==> config.mk <==
export PLATFORM = sky130hd
export DESIGN_NAME = fifo_wr_arb
export DESIGN_NICKNAME = d
export VERILOG_FILES = /design/src/rtl/fifo_pkg.sv /design/src/rtl/rr_arb2.sv /design/src/rtl/fifo_wr_arb.sv
export SDC_FILE = /design/constraint.sdc
export NUM_CORES = 1
export LEC_CHECK = 0
export CORE_ASPECT_RATIO = 1.1
export CORE_MARGIN = 5
export CORE_UTILIZATION = 34
export DETAILED_ROUTE_END_ITERATION = 10
export PLACE_DENSITY = 0.69
export SYNTH_ARGS = -nofsm -noshare
export SYNTH_HDL_FRONTEND = slang
export SYNTH_SLANG_ARGS = --single-unit
==> constraint.sdc <==
create_clock -name clk -period 5 [get_ports clk]
set_input_delay 1.25 -clock clk [delete_from_list [all_inputs] [get_ports clk]]
set_output_delay 1.25 -clock clk [all_outputs]
set_load 0.05 [all_outputs]
==> src/rtl/fifo_pkg.sv <==
`default_nettype none
// ============================================================================
// Module   : fifo_pkg
// Purpose  : Shared defaults and FSM state encoding for the FIFO write arbiter
// Revision : 1.0 - initial release
// ============================================================================
package fifo_pkg;

   // Default FIFO data width
   localparam int DW_DEF = 3;
   // Default grant-counter width
   localparam int CW_DEF = 8;

   // Write-side FSM: IDLE samples requests, WRITE is the settle cycle
   typedef enum logic [0:0] {
      IDLE  = 1'b0,
      WRITE = 1'b1
   } fifo_state_t;

endpackage : fifo_pkg
`default_nettype wire

==> src/rtl/rr_arb2.sv <==
`default_nettype none
// ============================================================================
// Module   : rr_arb2
// Purpose  : Two-way round-robin pick. A lone requester wins outright; on a
//            tie the requester that was not granted last wins.
// Revision : 1.0 - initial release
// ============================================================================
module rr_arb2 (
   input  logic req0,
   input  logic req1,
   input  logic last,     // index of the requester granted most recently
   output logic winner,   // 0 = requester 0, 1 = requester 1
   output logic valid
);

   // Requester 1 wins when alone, or on a tie when requester 0 went last
   always_comb begin
      valid  = req0 | req1;
      winner = req1 & ~(req0 & last);
   end

endmodule : rr_arb2
`default_nettype wire

==> src/rtl/fifo_wr_arb.sv <==
`default_nettype none
// ============================================================================
// Module   : fifo_wr_arb
// Purpose  : Arbitrates two write requesters onto a single FIFO write port.
//            One write at most every two cycles so full settles between
//            writes. Keeps saturating per-requester grant counts.
// Revision : 1.0 - initial release
// ============================================================================
module fifo_wr_arb
   import fifo_pkg::*;
#(
   parameter int DW = DW_DEF,
   parameter int CW = CW_DEF
) (
   input  logic          clk,
   input  logic          rst,     // asynchronous, active-low
   input  logic          req0,
   input  logic [DW-1:0] dat0,
   input  logic          req1,
   input  logic [DW-1:0] dat1,
   output logic          gnt0,
   output logic          gnt1,
   input  logic          full,
   output logic          wr,
   output logic [DW-1:0] datin,
   input  logic          clr,
   output logic [CW-1:0] cnt0,
   output logic [CW-1:0] cnt1
);

   localparam logic [CW-1:0] c_CNT_ONE = CW'(1);
   localparam logic [CW-1:0] c_CNT_MAX = '1;

   fifo_state_t   r_state;
   fifo_state_t   w_state_nxt;
   logic          r_wr,    w_wr_nxt;
   logic          r_gnt0,  w_gnt0_nxt;
   logic          r_gnt1,  w_gnt1_nxt;
   logic [DW-1:0] r_datin, w_datin_nxt;
   logic          r_last,  w_last_nxt;
   logic [CW-1:0] r_cnt0;
   logic [CW-1:0] r_cnt1;
   logic          w_winner;
   logic          w_valid;

   rr_arb2 u_rr_arb2 (
      .req0   (req0),
      .req1   (req1),
      .last   (r_last),
      .winner (w_winner),
      .valid  (w_valid)
   );

   // Next-state and next-output decode; full is only looked at in IDLE
   always_comb begin
      w_state_nxt = r_state;
      w_wr_nxt    = 1'b0;
      w_gnt0_nxt  = 1'b0;
      w_gnt1_nxt  = 1'b0;
      w_datin_nxt = r_datin;
      w_last_nxt  = r_last;
      case (r_state)
         IDLE: begin
            if (!full && w_valid) begin
               w_state_nxt = WRITE;
               w_wr_nxt    = 1'b1;
               w_gnt0_nxt  = ~w_winner;
               w_gnt1_nxt  = w_winner;
               w_datin_nxt = w_winner ? dat1 : dat0;
               w_last_nxt  = w_winner;
            end
         end
         WRITE: begin
            w_state_nxt = IDLE;
         end
         default: begin
            w_state_nxt = IDLE;
         end
      endcase
   end

   // State and registered outputs; reset leaves requester 0 first on a tie
   always_ff @(posedge clk or negedge rst) begin
      if (!rst) begin
         r_state <= IDLE;
         r_wr    <= 1'b0;
         r_gnt0  <= 1'b0;
         r_gnt1  <= 1'b0;
         r_datin <= '0;
         r_last  <= 1'b1;
      end else begin
         r_state <= w_state_nxt;
         r_wr    <= w_wr_nxt;
         r_gnt0  <= w_gnt0_nxt;
         r_gnt1  <= w_gnt1_nxt;
         r_datin <= w_datin_nxt;
         r_last  <= w_last_nxt;
      end
   end

   // Saturating grant counters, counted on the edge that raises the grant;
   // clr wins over a coincident increment
   always_ff @(posedge clk or negedge rst) begin
      if (!rst) begin
         r_cnt0 <= '0;
         r_cnt1 <= '0;
      end else if (clr) begin
         r_cnt0 <= '0;
         r_cnt1 <= '0;
      end else begin
         if (w_gnt0_nxt && (r_cnt0 != c_CNT_MAX)) r_cnt0 <= r_cnt0 + c_CNT_ONE;
         if (w_gnt1_nxt && (r_cnt1 != c_CNT_MAX)) r_cnt1 <= r_cnt1 + c_CNT_ONE;
      end
   end

   assign wr    = r_wr;
   assign gnt0  = r_gnt0;
   assign gnt1  = r_gnt1;
   assign datin = r_datin;
   assign cnt0  = r_cnt0;
   assign cnt1  = r_cnt1;

endmodule : fifo_wr_arb
`default_nettype wire

# Yosys cells after proc, flatten, opt, wreduce, memory -nomap -nowiden
# Index checks and enable logic that the tools add are counted.
# totals
out_inout_bits	22
inputBits	12
reg_bits	24
elab_cells	37
# classes
n_mux	12
addsub	2
n_eq_ne	2
n_bitwise	6
n_reduce_logical	7
# op_table
cell	n
8-bit two-way mux	4
8-bit by 1-bit adder with 8-bit output, second input constant	2
8-bit != test, second input constant	2
1-bit two-way mux	6
2-bit nonzero test	2
1-bit logical AND	3
3-bit two-way mux	1
1-bit NOT	3
1-bit bitwise AND	2
1-bit one-hot mux with 2 select lines	1
2-bit AND reduction	1
1-bit logical NOT	1
1-bit OR	1

# Depth between registers and ports, before layout
# Gate-level depths: netlist (run 1).
# logic_depth
depth_word	9
depth_mapped	6
ltp_nobuf	5

# Hierarchy
# A second synthesis (run 1) with hierarchy kept.
# unflattened
cells_unflattened	110
area_unflattened_um2	1134.8
# by_module_without_submodules
mod	area_each_um2	instances	cells_per_inst
fifo_wr_arb	1121.1	1	108
rr_arb2	13.8	1	2

# Worst setup path before layout (run 1)
# OpenSTA, ideal clock, no wires.
# synth_timing
path_kind	in2reg
from	in req0
to	reg r_cnt1[6] (netlist: cnt1[6])
setup_time_ns	0.078
path_stages	5
slack_ns	2.585
arrival_time_ns	2.337
required_time_ns	4.922
path_cell_list	a211oi_2 -> nand2_1 -> buf_2 -> or4_1 -> a21oi_1
# synth_via
elab_chain_cells	7
word_cells_on_any_way	9
classes_between	2 x mux; 4 x bitwise; 3 x reduce/logical
# synth_rtl
element	line	text
from (decl)	fifo_wr_arb.sv:17	input logic req0,
1-bit bitwise AND	rr_arb2.sv:19	winner = req1 & ~(req0 & last);
1-bit NOT	rr_arb2.sv:19	
1-bit bitwise AND	rr_arb2.sv:19	
1-bit two-way mux *	fifo_wr_arb.sv:64	if (!full && w_valid) begin
1-bit two-way mux *	fifo_wr_arb.sv:62	case (r_state)
1-bit logical AND *	fifo_wr_arb.sv:112	if (w_gnt1_nxt && (r_cnt1 != c_CNT_MAX)) r_cnt1 <= r_cnt1 + c_CNT_ONE;
2-bit nonzero test (no line) *	n/a	
to (signal assigned)	fifo_wr_arb.sv:112	
to (decl)	fifo_wr_arb.sv:42	logic [CW-1:0] r_cnt1;
# Every way passes the cells marked *; elsewhere a longest branch is shown, timed or not.
# A chain may end at the register's enable or synchronous reset.

# Worst setup path after layout (run 1)
# layout_timing
from	reg r_cnt1[2] (netlist: cnt1[2])
to	out cnt1[2]
# layout_lines
element	line	text
to (decl)	fifo_wr_arb.sv:28	output logic [CW-1:0] cnt1
# No word-level cell between the ends.

==> impl_metrics.ini, run 1 <==
[final_layout]
nFillCells = 344
num_antenna_cells = 0
instances_no_fill = 184
area.growth.synth_to_final_pct = 31.9
fin_nets = 163
drive_above_1_share = 0.0608

[logic_synthesis]
syn_inst = 117
synth_area_per_cell_um2 = 9.89
synthFlopType = dfrtp_1
ys.warnings.count = 0
ys_types = 32
yosysSeqAreaShare = 0.498
async_reset_ff_frac = 1.00
synth_edf_count = 0
syn-cell-area_um2 = 1160
synth_nets = 131
synth-seq-cells = 23

[sta]
layout_min_cycle_time_ps = 2870
relSlewSlack = 0.321
finalSetupViolCount = 0
rsz0062_at_grt = no
tightest_slew_ps = 1010
slew_viol_final = 0
fmax_ghz = 0.348
hold_viol = 0
tns_ps = 0
clock_skew_ps = 2.69
fin_crit_sh = 0.574

[cts]
cts_max_level = 1
numCtsBuffers = 3
cts_root_buffer = clkbuf_4
clk_pin_slew_ps = 120
clk_path_buf_depth = 2
cts.sinks = 23
cts_resized = 0
cts_tree = built
post_cts_buffers = 0
clock_latency_ps = 310
ctsHoldBuffers = 0

[power]
leakagePower_nw = 0.610
power_density_nw_per_um2 = 241
irDropWorstVdd_mv = 0.179

[die]
pin_count = 34
initial_core_util = 0.350
die_h_um = 71.2
core_um2 = 3300
dieArea_um2 = 4670
die_w_um = 65.6
rows = 22

[global_route]
overflow = 0
grt_pass1_vias = 1092
grt_util_met1 = 0.150
antenna_found_initial = 0
grtUsageMet2 = 0.228
grt_pass1_wl_mm = 4.79
grt.busiest_layer = met2
grt_max_degree = 24
grt_usage = 0.128
grtUsageMet3 = 0.0222

[place]
placed_cells_incl_taps = 180
place_congestion = 0.765
hpwl_mm = 2.03
placement.io_buffers = 33

[worst_setup_path]
cp.buffers_inverters = 1
crit_slowest_cell = clkdlybuf4s50_1
crit_required_ps = 3750
critPathTopFamily = buffers and inverters
path_cells = clkdlybuf4s50_1
critical-path-max-stage-delay_ps = 840
critPathMaxFanout = 8
path_class = register to primary output
cp.arrival_ps = 1620
worst_setup_path_start_kind = register
crit_start = cnt1[2]$_DFFE_PN0P_
cp-end-kind = primary output
timing.rr.start = r_last$_DFFE_PN1P_

[detailed_routing]
dr.pass1.iters = 4
antenna_left = 0
wl_per_cell_um = 14.7
drt_iter0_markers = 33
vias = 1037
viasPerCell = 5.64
drt-total-wl_mm = 2.71
drc = 0

[hold_path]
min_from = datin[0]$_DFFE_PN0P_
min_path_type = register to register

[status]
status = finished clean

[flow_run]
cap_violations = 0
per-stage QoR:
| stage | power (mW) | util | hold slack (ps) | setup WS (ps) | instance area (um2) |
|---|---|---|---|---|---|
| global placement | 0.285 | 0.454 | 475 | 2000 | 1500 |
| detailed placement | 0.286 | 0.454 | 499 | 1890 | 1500 |
| finish | 0.368 | 0.462 | 524 | 2130 | 1530 |
| CTS | 0.373 | 0.462 | 532 | 2110 | 1530 |
| floorplan | 0.252 | - | 490 | 2590 | 1160 |
| global route | 0.386 | 0.462 | 544 | 2060 | 1530 |
sequential cells by signal, indices dropped and copies added, names as in the netlist:
signal / count
cnt0: 8
cnt1: 8
datin: 3
gnt0: 1
gnt1: 1
r_last: 1
r_state: 1
Yosys cell counts (all sizes together), types with 3 or more instances:
cell type  instances  share of area
a222oi             3          0.026
nand2              6          0.019
o21ai              5          0.022
dfrtp             22           0.48
clkbuf             3         0.0097
o311ai             3          0.023
inv               11          0.036
nand3              7          0.030
buf                3          0.018
a21oi             13          0.056
or4                7          0.045
o31ai              5          0.032
nor2               5          0.016
o41ai              4          0.030
layout make-up:
| type | count | area, um2 | share of cell area |
|---|---|---|---|
| well taps | 36 | 45.0 | 0.0295 |
| repair buffers | 33 | 330 | 0.216 |
| clock buffers | 4 | 26.3 | 0.0172 |
| multi-input cells | 77 | 507 | 0.332 |
| inverters | 11 | 41.3 | 0.0270 |
| flip-flops and latches | 23 | 577 | 0.378 |
report_power, final:
group          internal (mW)  switching, mW
registers              0.196        0.00676
logic                 0.0282         0.0512
clock network         0.0312         0.0544
total                  0.256          0.112
cells by family after synthesis:
family          after synthesis  synth area share
flops                        23             0.498
buf+inv                      17            0.0638
simple gates                 38             0.196
fa+ha+maj                     2            0.0216
compound gates               37             0.221
layout by cell type, fill, tap and decap left out, types with 3 or more instances in the layout:
cell             synthesis  routed
nor2_1                   5       5
nand3_1                  7       7
dfrtp_1                 22      22
clkbuf_4                 0       3
a21oi_1                 13      13
a222oi_1                 3       3
o21ai_0                  5       5
inv_1                   11      11
o31ai_1                  5       5
o41ai_1                  4       4
clkdlybuf4s50_1          0      33
o311ai_0                 3       3
nand2_1                  6       6
or4_1                    7       7
worst register-to-register path, stage by stage, from the launching register on:
cell	delay [ps]
dfstp_2	570
nand2b_1	110
nand3_1	390
or4_1	610
a21oi_1	180
routing by layer:
metal  wire length [um]  share of wire  vias to the layer above
li1                   -              -                      517
met1               1220           0.45                      495
met2               1380           0.51                       23
met3                 97          0.036                        2
met4                 12         0.0044                        0
met5                  0              0                        -
final timing paths:
check,to,slack [ps],depth (start not counted)
max,cnt1[2],2130,1
min,datin[0]$_DFFE_PN0P_,520,2
max reg2reg,cnt0[6]$_DFFE_PN0P_,3070,4
min reg2reg,datin[0]$_DFFE_PN0P_,520,2
max in group asynchronous,cnt1[0]$_DFFE_PN0P_,2910,1
min in group asynchronous,cnt0[4]$_DFFE_PN0P_,1480,1
(Power assumes the default switching activity.)
==> inputs of run 2 (changes only) <==
==> constraint.sdc (replaced) <==
create_clock -name clk -period 2.91 [get_ports clk]
set_input_delay 0.7275 -clock clk [delete_from_list [all_inputs] [get_ports clk]]
set_output_delay 0.7275 -clock clk [all_outputs]
set_load 0.05 [all_outputs]
==> run 2 against run 1 <==
Sequential power increased by 71%. Cell area increased by 0.98%. Count of clock-buffer cells in the layout unchanged. Clock skew increased by 1.3 ps. Setup slack got worse by 1600 ps. Global-route usage decreased by 0.45 points. Clock power increased by 74%. Hold slack got worse by 16 ps. Highest routed layer unchanged. Non-clock buffer count increased by 2. First-iteration DRC count decreased by 9.1%.
==> impl_metrics.ini, run 2 (synthesis results as in run 1) <==
[place]
place_congestion = 0.797
place_area_um2 = 1520
placed_cells_incl_taps = 182
hpwl_mm = 2.03
pre_cts_slack_ps = 385
placement.io_buffers = 33

[sta]
rsz0062_at_grt = no
tns_ps = 0
clock_skew_ps = 4.02
finalSetupViolCount = 0
finalWorstSetupSlack_ps = 538
fmax_ghz = 0.422
layout_min_cycle_time_ps = 2370
whs_ps = 508
slew_viol_final = 0
hold_viol = 0
tightest_slew_ps = 595
relSlewSlack = 0.602
fin_crit_sh = 0.815

[power]
power_density_nw_per_um2 = 413
irDropWorstVdd_mv = 0.229
leakagePower_nw = 0.619
power.total_mw = 0.637

[detailed_routing]
met1Wirelength_mm = 1.18
drt_iter0_markers = 30
vias = 1066
wl_met2_mm = 1.40
highest_layer = met4
dr.pass1.iters = 4
drt-total-wl_mm = 2.73
wl_per_cell_um = 14.7
wl_met3_um = 124
drc = 0
viasPerCell = 5.73
antenna_left = 0

[cts]
cts_tree = built
cts_max_level = 1
clk_path_buf_depth = 2
cts.sinks = 23
clock_latency_ps = 310
post_cts_buffers = 0
clk_pin_slew_ps = 120
ctsHoldBuffers = 0
cts_resized = 0
numCtsBuffers = 3
cts_root_buffer = clkbuf_4

[hold_path]
worstHoldPathCells = 2
min_path_type = register to register

[worst_setup_path]
worst_setup_path_start_kind = register
critPathTopFamily = buffers and inverters
critical-path-max-stage-delay_ps = 850
path_cells = clkdlybuf4s50_1
critPathMaxFanout = 8
path_class = register to primary output
cp.arrival_ps = 1640
cp-end-kind = primary output
worst-r2r-cell-count = 4
crit_required_ps = 2180
crit_slowest_cell = clkdlybuf4s50_1
cp.buffers_inverters = 1
worst-path-stages = 1

[global_route]
antenna_found_initial = 0
grt_max_degree = 24
grt_pass1_vias = 1010
grt_usage = 0.123
overflow = 0
grt_pass1_wl_mm = 4.62

[final_layout]
final_cell_mix = clkdlybuf4s50_1, dfrtp_1, a21oi_1, inv_1
fin_nets = 165
utilization = 0.467
drive_above_1_share = 0.0733
instances_no_fill = 186
num_antenna_cells = 0
nFillCells = 336
layout_commonest_cell = clkdlybuf4s50_1
area.growth.synth_to_final_pct = 33.2
finalInstanceArea_um2 = 1540

[die]
die_h_um = 71.2
rows = 22
initial_core_util = 0.350
dieArea_um2 = 4670
pin_count = 34
core_um2 = 3300
die_w_um = 65.6

[status]
status = finished clean

[flow_run]
cap_violations = 0
[run 2: cell type report]
cell class / count / area [um2] / area share
inverter: 11 / 41.3 / 0.0268
timing repair buffer: 35 / 345 / 0.224
tap: 36 / 45.0 / 0.0292
sequential: 23 / 577 / 0.374
clock buffer: 4 / 26.3 / 0.0170
multi-input combinational: 77 / 507 / 0.329
[run 2: per-layer routing]
layer,GRT usage,up-vias
li1,-,516
met1,0.148,521
met2,0.213,25
met3,0.0254,4
met4,0.0484,0
met5,0,-
[run 2: final timing paths]
path	startpoint	to	slack, ps
min	datin[1]$_DFFE_PN0P_	datin[1]$_DFFE_PN0P_	510
max	cnt1[2]$_DFFE_PN0P_	cnt1[2]	540
max reg2reg	r_last$_DFFE_PN1P_	cnt0[3]$_DFFE_PN0P_	1020
min in group asynchronous	rst	cnt0[0]$_DFFE_PN0P_	750
min reg2reg	datin[1]$_DFFE_PN0P_	datin[1]$_DFFE_PN0P_	510
max in group asynchronous	rst	r_last$_DFFE_PN1P_	1880
[run 2: power by group]
part | switching [mW] | internal, mW
registers | 0.0112 | 0.337
clock network | 0.0956 | 0.0536
logic | 0.0889 | 0.0502
total | 0.196 | 0.441
